**config.mk**
```make
export PLATFORM = sky130hd
export DESIGN_NAME = exec_sequencer
export DESIGN_NICKNAME = d
export VERILOG_FILES = /design/src/rtl/ctrl_pkg.sv /design/src/rtl/exec_sequencer.sv
export SDC_FILE = /design/constraint.sdc
export NUM_CORES = 1
export LEC_CHECK = 0
export BUFFER_PORTS_ARGS = -buffer_cell sky130_fd_sc_hd__buf_4
export CAP_MARGIN = 20
export CORE_MARGIN = 2
export CORE_UTILIZATION = 41
export DETAILED_ROUTE_END_ITERATION = 8
export PLACE_DENSITY = 0.78
export RECOVER_POWER = 50
export SETUP_SLACK_MARGIN = 0.15
export SLEW_MARGIN = 5
export SYNTH_ARGS = -nofsm -noshare
export SYNTH_HDL_FRONTEND = slang
export SYNTH_SLANG_ARGS = --single-unit
```
**constraint.sdc**
```tcl
create_clock -name clk -period 1.61 [get_ports clk]
set_input_delay 0.161 -clock clk [delete_from_list [all_inputs] [get_ports clk]]
set_output_delay 0.161 -clock clk [all_outputs]
set_load 0.01 [all_outputs]
```
**src/rtl/ctrl_pkg.sv**
```systemverilog
// Shared controller definitions: sequencer state encoding, error codes and default opcodes.
package ctrl_pkg;

  typedef enum logic [2:0] {
    ST_IDLE  = 3'd0,
    ST_READ  = 3'd1,
    ST_EXEC  = 3'd2,
    ST_CHECK = 3'd3,
    ST_WB    = 3'd4,
    ST_DONE  = 3'd5
  } state_t;

  localparam logic [1:0] ERR_NONE = 2'b00;
  localparam logic [1:0] ERR_OVF  = 2'b01;
  localparam logic [1:0] ERR_UNF  = 2'b10;

  localparam logic [3:0] NOP_OP_DEF = 4'h0;

endpackage

```
**src/rtl/exec_sequencer.sv**
```systemverilog
// Sequences one instruction through operand read, execute, flag check and writeback.
// Six states, one cycle each; start is only honoured in IDLE, abort only in READ/EXEC/CHECK.
module exec_sequencer
  import ctrl_pkg::*;
#(
  parameter int         W          = 4,
  parameter int         AW         = 4,
  parameter logic [3:0] NOP_OP     = NOP_OP_DEF,
  parameter bit         WB_ON_FLOW = 1'b0
) (
  input  logic          clk,
  input  logic          rst,
  input  logic          start,
  input  logic          abort,
  input  logic [3:0]    op,
  input  logic [AW-1:0] rd1,
  input  logic [AW-1:0] rd2,
  input  logic [AW-1:0] wr,
  input  logic [W-1:0]  rf_rdata_a,
  input  logic [W-1:0]  rf_rdata_b,
  input  logic [W-1:0]  alu_result,
  input  logic          overflow,
  input  logic          underflow,
  output logic [AW-1:0] rf_raddr_a,
  output logic [AW-1:0] rf_raddr_b,
  output logic          rf_we,
  output logic [AW-1:0] rf_waddr,
  output logic [W-1:0]  rf_wdata,
  output logic [3:0]    alu_op,
  output logic [W-1:0]  alu_a,
  output logic [W-1:0]  alu_b,
  output logic          busy,
  output logic          done,
  output logic [W-1:0]  result,
  output logic [1:0]    err_code,
  output logic [7:0]    exec_cnt
);

  state_t        state, state_nxt;
  logic [3:0]    op_q;
  logic [AW-1:0] rd1_q, rd2_q, wr_q;
  logic          wb_allowed;

  always_ff @(posedge clk) begin
    if (rst) state <= ST_IDLE;
    else     state <= state_nxt;
  end

  always_comb begin
    state_nxt = state;
    case (state)
      ST_IDLE:  if (start) state_nxt = ST_READ;
      ST_READ:  state_nxt = abort ? ST_IDLE : ST_EXEC;
      ST_EXEC:  state_nxt = abort ? ST_IDLE : ST_CHECK;
      ST_CHECK: state_nxt = abort ? ST_IDLE : ST_WB;
      ST_WB:    state_nxt = ST_DONE;
      ST_DONE:  state_nxt = ST_IDLE;
      default:  state_nxt = ST_IDLE;
    endcase
  end

  // Writes and done are also masked by rst so a reset sampled in WB/DONE has no side effect.
  assign wb_allowed = (op_q != NOP_OP) && (WB_ON_FLOW || (err_code == ERR_NONE));

  always_comb begin
    busy  = (state != ST_IDLE);
    rf_we = 1'b0;
    done  = 1'b0;
    if (!rst) begin
      rf_we = (state == ST_WB) && wb_allowed;
      done  = (state == ST_DONE);
    end
  end

  always_ff @(posedge clk) begin
    if (rst) begin
      op_q     <= '0;
      rd1_q    <= '0;
      rd2_q    <= '0;
      wr_q     <= '0;
      alu_a    <= '0;
      alu_b    <= '0;
      result   <= '0;
      err_code <= ERR_NONE;
      exec_cnt <= '0;
    end else begin
      case (state)
        ST_IDLE: begin
          if (start) begin
            op_q     <= op;
            rd1_q    <= rd1;
            rd2_q    <= rd2;
            wr_q     <= wr;
            err_code <= ERR_NONE;
          end
        end
        ST_EXEC: begin
          alu_a <= rf_rdata_a;
          alu_b <= rf_rdata_b;
        end
        ST_CHECK: begin
          if (!abort) begin
            result <= alu_result;
            if (overflow)       err_code <= ERR_OVF;
            else if (underflow) err_code <= ERR_UNF;
            else                err_code <= ERR_NONE;
          end
        end
        ST_DONE: begin
          if (exec_cnt != 8'hFF) exec_cnt <= exec_cnt + 8'd1;
        end
        default: ;
      endcase
    end
  end

  assign rf_raddr_a = rd1_q;
  assign rf_raddr_b = rd2_q;
  assign alu_op     = op_q;
  assign rf_waddr   = wr_q;
  assign rf_wdata   = result;

endmodule

```
==> results of run 1 <==
==> cells in the mapped netlist, types with 3 or more instances <==
library cell  number  area [sq um]
a211oi_1           3          22.5
nand2_1           36           135
mux2i_1           13           130
nor3_1             7          35.0
clkbuf_1           6          22.5
nand3_1            3          15.0
nor2_1            25          93.8
a21oi_1           20           100
dfxtp_1           41           821
buf_4              6          45.0
buf_2              3          15.0
==> worst max-delay path, delay by kind of cell, from the launching register on <==
kind	cells	cell delay, ns
buffers and inverters	1	0.12
AND/OR/NAND/NOR	2	0.68
flip-flops	1	0.35
==> metrics by stage <==
| step | utilization (%) | total power (W) | std cells | worst slack, ns | TNS [ns] |
|---|---|---|---|---|---|
| 3_3_place_gp | 58.1 | 0.00135 | 313 | 0.134 | 0 |
| 3_5_place_dp | 58.1 | 0.00135 | 313 | 0.106 | 0 |
| 2_1_floorplan | - | 0.00121 | 192 | 0.160 | 0 |
| 6_report | 60.2 | 0.00199 | 325 | -0.000141 | -0.000141 |
| 5_1_grt | 60.2 | 0.00209 | 325 | -0.0549 | -0.0549 |
| 4_1_cts | 60.8 | 0.00201 | 322 | -0.0260 | -0.0260 |
==> layer usage <==
metal / share of wire [%] / track usage [%] / vias to the layer above
li1: - / - / 817
met1: 42 / 19.7 / 756
met2: 51 / 31.1 / 40
met3: 5.5 / 5.43 / 7
met4: 1.2 / 7.50 / 0
met5: 0 / 0 / -
==> state kept, by name (all words and copies together) (netlist names) <==
| name | flops |
|---|---|
| result | 4 |
| rf_raddr_a | 4 |
| alu_b | 4 |
| rf_waddr | 4 |
| state | 3 |
| rf_raddr_b | 4 |
| alu_op | 4 |
| alu_a | 4 |
| exec_cnt | 8 |
| err_code | 2 |
==> area by class of cell <==
type,count,area (sq um)
clock buffer,7,76.3
tap,50,62.6
multi-input combinational,133,835
sequential,41,830
inverter,2,7.51
clock inverter,1,7.51
fill,387,1580
timing repair buffer,91,574
==> power by group through the flow <==
stage / logic [W] / clock network (W) / registers (W)
floorplan: 0.000107 / 0 / 0.00110
global placement: 0.000254 / 0 / 0.00109
detailed placement: 0.000258 / 0 / 0.00110
CTS: 0.000268 / 0.000670 / 0.00107
global route: 0.000290 / 0.000723 / 0.00107
finish: 0.000265 / 0.000655 / 0.00107
==> how the worst max path moves through the flow <==
stage	to	slack, ns	cells after the start
floorplan	exec_cnt[5]$_SDFFE_PP0P_	0.16	5
detailed placement	result[2]$_SDFFE_PP0P_	0.11	4
finish	rf_we	-0.0001	3
global route	rf_we	-0.05	4
global placement	exec_cnt[5]$_SDFFE_PP0P_	0.13	4
CTS	rf_we	-0.03	3
==> repair_timing <==
item,CTS,global route
setup buffers,1,3
pin swaps,2,5
endpoints found under the setup margin,8,13
resized for setup,8,21
hold buffers,0,0
==> logic make-up (layout without fill, tap and decap cells) <==
| family | after synthesis | count (layout) | share of synthesized area, % |
|---|---|---|---|
| xor+xnor | 3 | 3 | 1.57 |
| simple gates | 87 | 87 | 25.1 |
| fa+ha+maj | 1 | 1 | 0.747 |
| compound gates | 29 | 29 | 9.78 |
| mux | 13 | 13 | 7.77 |
| buf+inv | 18 | 101 | 6.05 |
| flops | 41 | 41 | 49.0 |
==> metrics.md, run 1 <==
| Metric | Value |
|---|---|
| Outcome | `finished with violations` |
| Violated checks | `negative setup slack` |
| Root Buffer | `clkbuf_8` |
| Most common cell after layout, fill and taps aside | `buf_4` |
| Number of synthesized flops with an enable pin | `0` |
| Hold Startpoint | `abort` |
| Fin Hold WS | `0.0708 ns` |
| Post-route design area | `2390 sq um` |
| Clk_skew | `0.00922 ns` |
| Post-layout min period | `1.61 ns` |
| DR iter-0 viols | `93` |
| Final Worst Setup Slack | `-0.000141 ns` |
| Power density cells | `831 nW/um^2` |
| Max-slew headroom | `64.1%` |
| Crit Reg-Reg Startpoint | `state[0]$_SDFFE_PP0P_` |
| Antenna diodes | `0` |
| Slew Viols, Final | `0` |
| Fmax | `0.621 GHz` |
| Vias post-DR | `1,620` |
| Internal power of the cells | `approximately 0.0015 W` |
| CP startpoint | `state[0]$_SDFFE_PP0P_` |
| Req. time, crit path | `between 1 and 1.5 ns` |
| Drt total wl | `4360 um` |
| Clk pwr share | `between 30 and 40%` |
| Max stage delay on crit path | `between 0.5 and 0.6 ns` |
| Top FF cell, synth | `dfxtp_1` |
| Mean Syn Cell Area | `~8.7 sq um` |
| R2R Path End | `exec_cnt[5]$_SDFFE_PP0P_` |
| Sequential share of power | `53.8%` |
| Worst Path Max Fanout | `2` |
| Yosys warns | `0` |
| Static leakage | `0.967 nW` |
| Net switching power figure | `0.000500 W` |
| Clock transition at the registers of the reported paths | `0.08 ns` |
| H-tree Lvls | `2` |
| Via-to-Cell Ratio | `between 4 and 5` |
| Floorplan row count | `23` |
| Initial DRT Pass Iterations | `4` |
| Sink of the worst hold path | `state[1]$_SDFFE_PP0P_` |
| First-pass GRT wire length | `6090 um` |
| Total grt overflow | `0` |
| Final setup viols | `1` |
| I/O pin count | `79` |
| Worst Path Arrival | `1.45 ns` |
| Crit path max-delay cell type | `or4_4` |
| Share of post-route cells with drive strength above 1 | `28.4%` |
| FFs w/ async S/R, synth | `0%` |
| Initial Util | `42.2%` |
| Nets | `309` |
| Cells on worst reg2reg path | `6` |
| Hold Crit Depth | `2` |
| Unrepaired setup endpoints after global routing | `yes` |
| CTS Sinks | `41` |
| GRT Util Overall | `~18%` |
| Critical Path, Cell by Cell | `or4_4, nor3_4, buf_6` |
| DP Area | `between 2000 and 2500 sq um` |
| Routed wire per std cell | `roughly 13 um` |
| R2R Setup Slk | `about 0.040 ns` |
| Detailed-placement wirelength estimate | `around 3000 um` |
| VDD IR-drop max | `0.000565 V` |
| CTS tree | `yes` |
| IO Port Bufs | `roughly 80` |
| Final Hold Viols | `0` |
| WS Path Type | `flip-flop to output pin` |
| ANT nets after route | `0` |
| Die W | `about 68 um` |
| Crit end category | `output pin` |
| Die height | `around 68 um` |
| Initial antenna violation count | `0` |
| Area delta synth->final | `42.8%` |
| Clock Latency Late Sink | `0.30 ns` |
| Largest net degree at the start of global routing | `43` |
| Hold crit path type | `primary input to flip-flop` |
| Synthesized net count | `~230` |
| Synth Cell Area | `1680 sq um` |
| Worst-margin pin slew | `0.534 ns` |
| Num CTS Buffers | `5` |
| Residual DRC | `0` |
| Die Area | `about 4600 sq um` |
| Synthesis-stage register bit count | `41` |
| Number of global-route vias before repair | `1,360` |
| Post-Synthesis Cells | `192` |
| Longest Clk Path Bufs | `2` |
| Maxcap violations | `0` |
| Tcrit/Tclk final | `100%` |
| Commonest cells after routing, fill and taps aside | `buf_4 (47), clkbuf_1 (39), dfxtp_1 (38), nand2_1 (36), nor2_1 (23)` |
| Core area | `3970 sq um` |
| Combinational Power Share | `13.3%` |
| Routability cong. | `0.833` |
| CP Launch Type | `flip-flop` |
| Synth cell types | `35` |
| Sw frac | `25.2%` |
| Seq/Total Area, Yosys | `49.0%` |
Power figures use the tool's default switching activity.
==> run 2, diff against run 1 <==
--- a/config.mk
+++ b/config.mk
@@ -10,6 +10,8 @@
 export CORE_MARGIN = 2
 export CORE_UTILIZATION = 41
 export DETAILED_ROUTE_END_ITERATION = 8
+export GPL_TIMING_DRIVEN = 0
+export HOLD_SLACK_MARGIN = 0.15
 export PLACE_DENSITY = 0.78
 export RECOVER_POWER = 50
 export SETUP_SLACK_MARGIN = 0.15
==> constraint.sdc (replaced) <==
create_clock -name clk -period 1.3 [get_ports clk]
set_input_delay 0.13 -clock clk [delete_from_list [all_inputs] [get_ports clk]]
set_output_delay 0.13 -clock clk [all_outputs]
set_load 0.01 [all_outputs]
==> metrics.md, run 2 (synthesis gave the netlist of run 1 again) <==
| Metric | Value |
|---|---|
| Outcome | `finished with violations` |
| Violated checks | `negative setup slack` |
| Routability cong. | `0.800` |
| DR iter-0 viols | `47` |
| H-tree Lvls | `2` |
| Drt total wl | `5090 um` |
| Sw frac | `24.5%` |
| Initial antenna violation count | `0` |
| Number of global-route vias before repair | `1,632` |
| Die W | `67.9 um` |
| Clk pwr share | `33.9%` |
| Total grt overflow | `0` |
| Routed wire per std cell | `13.6 um` |
| Area delta synth->final | `76.1%` |
| Worst-margin pin slew | `0.626 ns` |
| Share of post-route cells with drive strength above 1 | `37.2%` |
| IO Port Bufs | `77` |
| Worst Path Max Fanout | `3` |
| Core area | `3970 sq um` |
| Die Area | `between 4000 and 5000 sq um` |
| Floorplan row count | `23` |
| Worst Path Arrival | `between 1.5 and 2 ns` |
| Placed Instances | `319` |
| Via-to-Cell Ratio | `about 4.9` |
| Longest Clk Path Bufs | `2` |
| Sequential Area | `833 sq um` |
| Combinational Power Share | `17.0%` |
| CTS tree | `yes` |
| Vias post-DR | `1,820` |
| Final Hold Viols | `0` |
| Antenna diodes | `0` |
| Fmax | `0.598 GHz` |
| Power density cells | `910 nW/um^2` |
| Num CTS Buffers | `5` |
| Post-route design area | `around 3000 sq um` |
| Final non-filler cell total | `373` |
| Multi-input gate area | `896 sq um` |
| Largest net degree at the start of global routing | `13` |
| Max-slew headroom | `58.3%` |
| Static leakage | `1.27 nW` |
| Most common cell after layout, fill and taps aside | `buf_4` |
| Residual DRC | `0` |
| Final setup viols | `34` |
| Fin Hold WS | `0.194 ns` |
| Largest register by flop count | `exec_cnt` |
| ANT nets after route | `0` |
| GRT Util Overall | `20.7%` |
| Tcrit/Tclk final | `129%` |
| WS Path Type | `flip-flop to output pin` |
| Commonest cells after routing, fill and taps aside | `buf_4 (70), dfxtp_1 (35), nand2_1 (34), dlygate4sd3_1 (31), clkbuf_1 (28)` |
| DP Worst Slack | `-0.381 ns` |
| VDD IR-drop max | `approximately 0.00047 V` |
| Clock Latency Late Sink | `0.29 ns` |
| Clock transition at the registers of the reported paths | `0.07 ns` |
| I/O pin count | `slightly below 80` |
| Internal power of the cells | `0.00203 W` |
| Detailed-placement wirelength estimate | `2860 um` |
| Slew Viols, Final | `0` |
| Root Buffer | `clkbuf_8` |
| First-pass GRT wire length | `slightly above 7000 um` |
| Max reg flops | `8` |
| Req. time, crit path | `between 1 and 1.5 ns` |
| DP Area | `between 2000 and 2500 sq um` |
| Die height | `67.9 um` |
| Initial Util | `42.2%` |
| Sequential share of power | `49.1%` |
| Fill count | `286` |
| Crit end category | `output pin` |
| Net switching power figure | `around 0.00066 W` |
| CTS Sinks | `41` |
| Final Worst Setup Slack | `-0.372 ns` |
| Unrepaired setup endpoints after global routing | `yes` |
| Maxcap violations | `0` |
| Nets | `357` |
| Hold crit path type | `primary input to flip-flop` |
| Initial DRT Pass Iterations | `4` |
| CP Launch Type | `flip-flop` |
| Post-layout min period | `about 1.7 ns` |
| Clk_skew | `0.00269 ns` |
run 2: cell type report:
cell class,count,area share [%]
Multi-Input combinational cell,133,30.4
Clock inverter,1,0.170
Buffer,16,4.20
Inverter,2,0.254
Clock buffer,7,3.27
Tap cell,50,2.12
Sequential cell,41,28.2
Timing Repair Buffer,123,31.4
run 2: what timing repair did:
action,4_1_cts,5_1_grt
hold endpoints to repair,32,0
buffers inserted,9,5
resized for setup,24,14
hold buffers,31,0
setup endpoints to repair,41,42
pin swaps,11,3
gates cloned,1,0
run 2: power groups by stage:
stage               Combinational (W)  Sequential, W  Clock (W)
floorplan                    0.000141        0.00136          0
global placement             0.000328        0.00134          0
detailed placement           0.000332        0.00135          0
CTS                          0.000465        0.00132   0.000927
global route                 0.000495        0.00132   0.000979
finish                       0.000457        0.00132   0.000911
run 2: metrics by stage:
stage	TNS, ns	power, W	utilization [%]
finish	-2.00	0.00269	74.3
global route	-4.80	0.00280	74.3
CTS	-1.56	0.00271	74.1
floorplan	-1.44	0.00150	-
detailed placement	-5.44	0.00168	59.6
global placement	-5.55	0.00167	59.6
run 2: critical path, stage by stage, from the launching register on:
cell and delay [ns]:
dfxtp_1 0.31, buf_6 0.11, or4_4 0.49, nor3_4 0.20, buf_6 0.13
run 2: layer usage:
| layer | vias up | track usage [%] | share of wire, % |
|---|---|---|---|
| met2 | 40 | 39.0 | 53 |
| met4 | 0 | 6.00 | 1.7 |
| met1 | 859 | 22.7 | 41 |
| met3 | 8 | 5.26 | 4.1 |
| li1 | 913 | - | - |
| met5 | - | 0 | 0 |
run 2: final timing paths:
path | depth (start not counted) | end | startpoint | slack (ns)
max | 4 | rf_we | state[0]$_SDFFE_PP0P_ | -0.37
min | 3 | state[0]$_SDFFE_PP0P_ | start | 0.19
max reg2reg | 6 | exec_cnt[5]$_SDFFE_PP0P_ | state[0]$_SDFFE_PP0P_ | -0.29
min reg2reg | 2 | rf_raddr_b[3]$_SDFFE_PP0P_ | rf_raddr_b[3]$_SDFFE_PP0P_ | 0.46
